## src/rtl/passage_seq_ctrl.sv

```systemverilog
// Two-sensor passage sequencer: debounces the raw A/B sensor pins, follows the
// order in which the beams are broken (A then B = entry, B then A = exit) and
// keeps a bounded occupancy count with one-cycle inc/dec/err strobes.
module passage_seq_ctrl #(
    parameter int DEB_CYC     = 8,
    parameter int TIMEOUT_CYC = 300,
    parameter int MAX_OCC     = 9,
    parameter int CW          = 4
) (
    input  logic          clkin,
    input  logic          rst,
    input  logic          Ain,
    input  logic          Bin,
    output logic          A,
    output logic          B,
    output logic          inc_pulse,
    output logic          dec_pulse,
    output logic [CW-1:0] occ,
    output logic          full,
    output logic          err,
    output logic [2:0]    state
);

    localparam int DW = $clog2(DEB_CYC + 1);
    localparam int TW = $clog2(TIMEOUT_CYC + 1);

    localparam logic [DW-1:0] DEB_LAST = DW'(DEB_CYC - 1);
    localparam logic [TW-1:0] TO_LAST  = TW'(TIMEOUT_CYC - 1);
    localparam logic [CW-1:0] OCC_MAX  = CW'(MAX_OCC);

    typedef enum logic [2:0] {
        IDLE = 3'd0,
        EN1  = 3'd1,
        EN2  = 3'd2,
        EN3  = 3'd3,
        EX1  = 3'd4,
        EX2  = 3'd5,
        EX3  = 3'd6,
        WCLR = 3'd7
    } st_t;

    // Channel 0 is sensor A, channel 1 is sensor B.
    logic [1:0]    raw;
    logic [1:0]    sync_p0;
    logic [1:0]    sync_p1;
    logic [1:0]    deb;
    logic [DW-1:0] deb_cnt [2];

    st_t           st;
    logic [TW-1:0] tcnt;
    logic          a;
    logic          b;

    assign raw   = {Bin, Ain};
    assign a     = deb[0];
    assign b     = deb[1];
    assign A     = deb[0];
    assign B     = deb[1];
    assign state = st;

    // Two-flop synchronizer, then a per-channel run-length filter: the output
    // only flips after DEB_CYC consecutive samples disagree with it.
    always_ff @(posedge clkin) begin
        if (!rst) begin
            sync_p0 <= '0;
            sync_p1 <= '0;
            deb     <= '0;
            for (int i = 0; i < 2; i++) begin
                deb_cnt[i] <= '0;
            end
        end else begin
            sync_p0 <= raw;
            sync_p1 <= sync_p0;
            for (int i = 0; i < 2; i++) begin
                if (sync_p1[i] == deb[i]) begin
                    deb_cnt[i] <= '0;
                end else if (deb_cnt[i] == DEB_LAST) begin
                    deb[i]     <= ~deb[i];
                    deb_cnt[i] <= '0;
                end else begin
                    deb_cnt[i] <= deb_cnt[i] + DW'(1);
                end
            end
        end
    end

    // Passage FSM with timeout, occupancy counter and registered strobes.
    // Each EN*/EX* state encodes the A/B pattern it expects; a change of both
    // bits at once is an illegal jump, and the timeout wins over any move.
    always_ff @(posedge clkin) begin
        if (!rst) begin
            st        <= IDLE;
            tcnt      <= '0;
            occ       <= '0;
            full      <= 1'b0;
            inc_pulse <= 1'b0;
            dec_pulse <= 1'b0;
            err       <= 1'b0;
        end else begin
            inc_pulse <= 1'b0;
            dec_pulse <= 1'b0;
            err       <= 1'b0;
            if (st == IDLE) begin
                tcnt <= '0;
                if (a && b) begin
                    st  <= WCLR;
                    err <= 1'b1;
                end else if (a) begin
                    st <= EN1;
                end else if (b) begin
                    st <= EX1;
                end
            end else if (st == WCLR) begin
                tcnt <= '0;
                if (!a && !b) begin
                    st <= IDLE;
                end
            end else if (tcnt == TO_LAST) begin
                st   <= WCLR;
                err  <= 1'b1;
                tcnt <= '0;
            end else begin
                tcnt <= tcnt + TW'(1);
                case (st)
                    EN1: begin
                        if (!a && b) begin
                            st  <= WCLR;
                            err <= 1'b1;
                        end else if (b) begin
                            st <= EN2;
                        end else if (!a) begin
                            st <= IDLE;
                        end
                    end
                    EN2: begin
                        if (!a && !b) begin
                            st  <= WCLR;
                            err <= 1'b1;
                        end else if (!a) begin
                            st <= EN3;
                        end else if (!b) begin
                            st <= EN1;
                        end
                    end
                    EN3: begin
                        if (a && !b) begin
                            st  <= WCLR;
                            err <= 1'b1;
                        end else if (a) begin
                            st <= EN2;
                        end else if (!b) begin
                            st <= IDLE;
                            if (occ == OCC_MAX) begin
                                err <= 1'b1;
                            end else begin
                                occ       <= occ + CW'(1);
                                full      <= ((occ + CW'(1)) == OCC_MAX);
                                inc_pulse <= 1'b1;
                            end
                        end
                    end
                    EX1: begin
                        if (a && !b) begin
                            st  <= WCLR;
                            err <= 1'b1;
                        end else if (a) begin
                            st <= EX2;
                        end else if (!b) begin
                            st <= IDLE;
                        end
                    end
                    EX2: begin
                        if (!a && !b) begin
                            st  <= WCLR;
                            err <= 1'b1;
                        end else if (!b) begin
                            st <= EX3;
                        end else if (!a) begin
                            st <= EX1;
                        end
                    end
                    EX3: begin
                        if (!a && b) begin
                            st  <= WCLR;
                            err <= 1'b1;
                        end else if (b) begin
                            st <= EX2;
                        end else if (!a) begin
                            st <= IDLE;
                            if (occ == '0) begin
                                err <= 1'b1;
                            end else begin
                                occ       <= occ - CW'(1);
                                full      <= 1'b0;
                                dec_pulse <= 1'b1;
                            end
                        end
                    end
                    default: st <= IDLE;
                endcase
            end
        end
    end

endmodule

```

## config.mk

```make
export PLATFORM = sky130hd
export DESIGN_NAME = passage_seq_ctrl
export DESIGN_NICKNAME = d
export VERILOG_FILES = /design/src/rtl/passage_seq_ctrl.sv
export SDC_FILE = /design/constraint.sdc
export NUM_CORES = 1
export LEC_CHECK = 0
export BUFFER_PORTS_ARGS = -buffer_cell sky130_fd_sc_hd__clkbuf_2
export CAP_MARGIN = 15
export CORE_MARGIN = 4
export CORE_UTILIZATION = 39
export CTS_CLUSTER_SIZE = 25
export DETAILED_ROUTE_END_ITERATION = 10
export GPL_ROUTABILITY_DRIVEN = 0
export GPL_TIMING_DRIVEN = 1
export PLACE_DENSITY_LB_ADDON = 0.08
export SLEW_MARGIN = 20
export SYNTH_ARGS = -nofsm -noshare
export SYNTH_HDL_FRONTEND = slang
export SYNTH_SLANG_ARGS = --single-unit
```

## constraint.sdc

```tcl
create_clock -name clkin -period 4.1 [get_ports clkin]
set_clock_uncertainty 0.15 [all_clocks]
set_input_delay 0.615 -clock clkin [delete_from_list [all_inputs] [get_ports clkin]]
set_output_delay 0.615 -clock clkin [all_outputs]
set_load 0.01 [all_outputs]
```

## After elaboration in Yosys (flattened, before gate mapping)

Memory sizes are Yosys's and may differ from the RTL's.
Cells that the tools add are included.

- RAM bits: 8
- Register bits: 26
- Logic and storage cells: 165
- Memories kept: 1
- Bits of input ports: 4

Memory list:

| name | depth | width | read ports | clocked after Yosys merged registers in | wr ports | RTL line | text |
|---|---|---|---|---|---|---|---|
| deb_cnt | 2 | 4 | 2 | 0 | 2 | 47 | `logic [DW-1:0] deb_cnt [2];` |

- $add $sub $neg: 5
- Equality and inequality tests: 26
- Mux-type cells: 89
- Reduce and logical (&&, ||, !) cells: 17
- Bitwise operators: 16

Operators with widths:

| operator | number |
|---|---|
| 3-bit two-way mux | 23 |
| 4-bit two-way mux | 14 |
| 1-bit two-way mux | 48 |
| 3-bit case mux with 6 select lines | 1 |
| 2-bit != test (second input constant) | 8 |
| 8-bit OR reduction | 2 |
| 4-bit by 1-bit adder with 4-bit output (second input constant) | 3 |
| 3-bit equality test (second input constant) | 4 |
| 6-bit != test (second input constant) | 2 |
| 12-bit AND reduction | 1 |
| 1-bit inverter | 10 |
| 9-bit by 1-bit adder with 9-bit output (second input constant) | 1 |
| 9-bit equality test (second input constant) | 1 |
| 4-bit by 3-bit equality test with 1-bit output (second input constant) | 2 |
| 4-bit equality test (second input constant) | 2 |
| 4-bit case mux with 2 select lines | 1 |
| 3-bit by 2-bit equality test with 1-bit output (second input constant) | 2 |
| 1-bit bitwise OR | 6 |
| 1-bit case mux with 5 select lines | 1 |
| 1-bit logical AND | 4 |
| 4-bit zero test | 1 |
| 4-bit by 3-bit != test with 1-bit output (second input constant) | 1 |
| 2-bit AND reduction | 2 |
| 4-bit AND reduction | 1 |
| other kinds (10) | 12 |

## Logic depth before layout (Yosys ltp)

- Word-level depth: 9
- Gate-level depth with buffers: 7

## Worst setup path before layout

OpenSTA, ideal clock, no wires.

- Path type: reg-to-reg
- From: register occ[0]
- To: register full
- Path buffers: 0
- Cell stages (with the launch flop): 8
- Clock period less this slack: 1,934 ps
- Arrival: 1,714 ps
- Slack: 2,166 ps
- Cells stage by stage: dfxtp_1 -> inv_1 -> ha_1 -> nor3b_1 -> o22ai_2 -> nand4_4 -> or3_1 -> a21oi_1

- Longest elaborated chain between the ends: 7

Ends and longest elaborated chain:

| item | RTL line | text |
|---|---|---|
| start, declared | 18 | `output logic [CW-1:0] occ,` |
| start signal, assigned | 156 | `occ <= occ + CW'(1);` |
| start signal, assigned | 193 | `occ <= occ - CW'(1);` |
| 4-bit by 1-bit adder with 4-bit output | 157 | `full <= ((occ + CW'(1)) == OCC_MAX);` |
| 4-bit equality test | 157 |  |
| 1-bit two-way mux | 153 | `if (occ == OCC_MAX) begin` |
| 1-bit two-way mux | 151 | `end else if (!b) begin` |
| 1-bit two-way mux | 149 | `end else if (a) begin` |
| 1-bit two-way mux | 146 | `if (a && !b) begin` |
| 1-bit case mux with 2 select lines | 124 | `case (st)` |
| end signal, assigned | 157 |  |
| end, declared | 19 | `output logic full,` |

Several ways; a longest one is shown, not always the timed one. The select of a mux whose other input is x is not followed.
A chain may end at the register's enable or synchronous reset.

## Worst setup path in the final report

- From: register st[1] (netlist: state[1])
- To: register full

- Longest elaborated chain between the ends: 3

Ends and longest elaborated chain:

| item | RTL line | text |
|---|---|---|
| start, declared | 49 | `st_t st;` |
| start signal, assigned | 92 | `st <= IDLE;` |
| start signal, assigned | 106 | `st <= WCLR;` |
| start signal, assigned | 109 | `st <= EN1;` |
| 3-bit equality test, or another cell as far along | 124 |  |
| 2-bit != test (no source line), or another cell as far along | -- |  |
| 12-bit AND reduction (no source line) | -- |  |

Several ways; a longest one is shown, not always the timed one.

==> impl_summary.md <==
Synth
Of the post-synthesis cell area, the dominant cell type holds 0.270. The proportion of register bits with asynchronous set or reset after synthesis is 0. Of the total synthesized cell area, the portion taken by full adders, half adders and majority gates is 0.0454.

During synthesis, Yosys emitted a total of 0 warnings. The xor and xnor area share after synthesis is 0.0772. The summed instance area of the synthesized netlist is 1930 µm².

By area, the combinational part of the netlist is dominated by simple AND/OR/NAND/NOR gates. The complex-gate fraction of the synthesized area is 0.119. For this run, the register share of the synthesized area comes to 0.394.

For this run, the leading register cell type out of synthesis is dfxtp_1. Yosys mapped the design onto 56 distinct sky130hd cell types. The synthesized design spends more area on one cell type than any other, namely dfxtp_1. After synthesis, the share of cell area in mux cells is 0.0266. Sorting the synthesized cells by area gives the leading types as dfxtp_1 27%, edfxtp_1 12%, nor2_1 4.7%. The count of state elements after synthesis is 34. The number of flops mapped to enable cells by yosys is 8. The post-synthesis cell count is 210. The simple logic cell fraction of the synthesized area is 0.285. The mean post-synth cell area is 9.19 µm².

Min path
In this run the worst hold path is classified as reg2reg.

Power
Summed over all cells, the static leakage comes to 0.914 nW. Of the total power, combinational logic draws 0.276. The switching part of the total power is 0.341. The share of total power dissipated in sequential elements is 0.476. The internal power of the cells totals 0.596 mW. The share of total power dissipated in the clock network is 0.248. The worst ir drop on vdd is 0.184 mV. The power density relative to cell area is 425 nW/µm². The switching power is 0.308 mW.

Clock tree
The number of CTS-inserted buffers is 5. The count of hold buffers inserted by post-cts repair is 0. No sink is reached through more buffers than the 2 on the longest clock path.

The TritonCTS clock tree is done. The clock tree synthesis step divided the H-tree into 2 levels. The number of sinks handled by clock tree synthesis is 34.

After clock tree synthesis, the clock-pin slew on the worst setup and hold paths is 0.06 ns. The number of resized instances in the post-cts repair step is 0. The post-CTS setup buffer count is 0. Clock latency on the worst-skew pair, taken at its later pin, is 0.28 ns. The library cell used as clock root buffer is clkbuf_8.

Final layout
The layout-stage area growth over the synthesis result is 10.3%. The net total in the final layout is 239. The count of antenna diodes in the layout is 0. In the final layout, the share of cells above drive strength 1 is 0.136.

STA
The maximum clock frequency is 0.449 GHz. The number of endpoints failing setup at the final stage is 0. The count of final max-slew check failures was 0. Setup repair after global routing left no endpoint under its margin. On the final layout, the worst hold slack is 0.291 ns.

At the pin with the least slew margin, the transition time is 0.681 ns. Measured against its own limit, the worst slew margin works out to 0.545. After layout, the worst setup slack is 1.87 ns.

The share of the clock period used by the worst path is 0.543. The summed negative setup slack over all endpoints is 0 ns. The number of endpoints with negative hold slack in the final report is 0. The worst path needs 2.23 ns of the cycle, external delays included.

Worst setup path
In this run the critical register-to-register path is captured at full$_SDFFE_PN0P_. Together, buffers and inverters on the worst path number 0. The reg-to-reg startpoint is state[1]$_SDFFE_PN0P_. Data arrives at the worst endpoint at 2.28 ns.

The depth of the critical timing path with buffers and inverters included is 5. The critical path is of the reg2reg type. On the critical path, the stage with the largest delay is an instance of dfxtp_1. In this run the worst setup path terminates at full$_SDFFE_PN0P_.

The critical path goes through or3_4, and2_1, nand4_4, or3_1, a21oi_1. The required time of the critical path is 4.16 ns. STA classifies the critical path startpoint as a flop. The biggest cell delay along the critical path is 0.74 ns.

The critical path capture point type is a flop. The launching instance or port of the critical path is state[1]$_SDFFE_PN0P_. Of all nets on the critical path, the largest fanout is 19. The minimum setup slack among reg-to-reg paths is 1.87 ns. The gate family responsible for the most delay along the worst path is simple AND/OR/NAND/NOR gates. The length in cells of the worst reg-to-reg path is 5.

Drt
The via-per-instance ratio is 5.15. The total DRC errors in the routed layout is 0. In the final routed layout, each cell accounts on average for 12.5 µm. After detailed routing, the total wire length is 3700 µm. The first detailed-routing pass ran for 4 iterations.

The number of nets with antenna violations after detailed routing is 0. The routed via count is 1518. The iteration-0 DRC count of the detailed router is 119.

Floorplan
The total die area is 6140 µm². The floorplan step defined a core boundary enclosing 4750 µm². The initial core utilization is 0.406.

The die is 78.3 µm tall. The number of rows created at floorplan is 25. The floorplan step set the die width to 78.3 µm. During I/O placement, the number of pins put on the boundary was 17.

Place
The HPWL reported at the end of detailed placement is 2680 µm. The worst slack at placement is 1.87 ns. Port buffering added 16 buffers.

Job
The tool flagged a number of max-cap violations equal to 0.

Global routing
The largest net degree at the start of global routing is 22. In the global route stage, overall resource usage came out at 0.131. Global routing finished with a remaining overflow of 0. The number of antenna violations at the first check in global routing is 0.

The global-route wire length before repair is 6450 µm. The via count of the first global-routing pass is 1396.

Status
The run finished with clean final reports.
-- worst register-to-register path, stage by stage, from the launching register on --
cell and delay, ns:
dfxtp_1 0.74, or3_4 0.27, and2_1 0.28, nand4_4 0.20, or3_1 0.41, a21oi_1 0.12
-- sequential cells by signal, indices dropped and copies added, names as in the netlist --
signal,count
tcnt,9
deb_cnt,8
occ,4
state,3
deb,2
sync_p0,2
sync_p1,2
dec_pulse,1
err,1
full,1
inc_pulse,1
-- cell type report --
cell class | instances | area, µm²
Fill cell | 479 | 2630
Clock buffer | 7 | 76.3
Sequential cell | 34 | 761
Multi-Input combinational cell | 163 | 1100
Inverter | 8 | 30.0
Tap cell | 67 | 83.8
Timing Repair Buffer | 16 | 80.1
-- through the flow --
step	total power [mW]	instances	utilization	cell area, µm²
2_1_floorplan	0.649	217	-	1960
3_3_place_gp	0.677	288	0.432	2050
3_5_place_dp	0.685	288	0.432	2050
4_1_cts	0.916	295	0.448	2130
5_1_grt	0.974	295	0.448	2130
6_report	0.904	295	0.448	2130
-- layer usage --
layer	global-route usage	part of all wire	up-vias	wire (µm)
met5	0	0	-	0
met3	0.0321	0.038	9	140
li1	-	-	768	-
met2	0.195	0.43	36	1610
met1	0.179	0.51	705	1880
met4	0.0559	0.019	0	71
-- cell usage in the layout (no fill, tap or decap), types with 7 or more instances in the layout --
master    count
a21oi_1       7
and2_1        7
clkbuf_2     16
conb_1        8
dfxtp_1      26
edfxtp_1      8
ha_1          7
inv_1         8
nand2_1      13
nand3_1      11
nor2_1       24
xnor2_1       8
xor2_1        9
-- worst min path at each step --
stage	start	to	slack, ns	depth (start not counted)
2_1_floorplan	sync_p0[0]$_SDFF_PN0_	sync_p1[0]$_SDFF_PN0_	0.26	1
3_3_place_gp	sync_p0[0]$_SDFF_PN0_	sync_p1[0]$_SDFF_PN0_	0.27	1
3_5_place_dp	sync_p0[0]$_SDFF_PN0_	sync_p1[0]$_SDFF_PN0_	0.28	1
4_1_cts	sync_p0[0]$_SDFF_PN0_	sync_p1[0]$_SDFF_PN0_	0.29	1
5_1_grt	sync_p0[0]$_SDFF_PN0_	sync_p1[0]$_SDFF_PN0_	0.30	1
6_report	sync_p0[0]$_SDFF_PN0_	sync_p1[0]$_SDFF_PN0_	0.29	1
-- power groups by stage --
stage | combinational (mW) | sequential (mW) | clock (mW)
after detailed placement | 0.249 | 0.436 | 0
after CTS | 0.252 | 0.429 | 0.236
after global placement | 0.244 | 0.433 | 0
after global routing | 0.282 | 0.438 | 0.254
final | 0.250 | 0.430 | 0.224
after floorplan | 0.256 | 0.393 | 0
-- cell usage after synthesis (all sizes together) (2+ instances only) --
library cell and instances:
or3 4, nor4 3, nor2b 2, clkbuf 3
nor2 25, inv 8, o21ai 8, and3b 2
xor2 9, nand2b 2, dfxtp 26, nand2 14
nand3 12, mux2i 4, xnor2 8, nand3b 5
ha 7, buf 9, and2 7, a2111oi 2
nor3b 2, or3b 2, o31ai 3, o22ai 3
and3 4, a21oi 7, edfxtp 8, nor3 2
-- kinds of logic (layout without fill, tap and decap cells) --
| family | count (synthesis) | in the layout |
|---|---|---|
| other cells | 1 | 8 |
| simple gates | 92 | 92 |
| xor+xnor | 17 | 17 |
| flops | 34 | 34 |
| buf+inv | 20 | 31 |
| fa+ha+maj | 7 | 7 |
| mux | 5 | 5 |
| compound gates | 34 | 34 |
(Power assumes the default switching activity.)
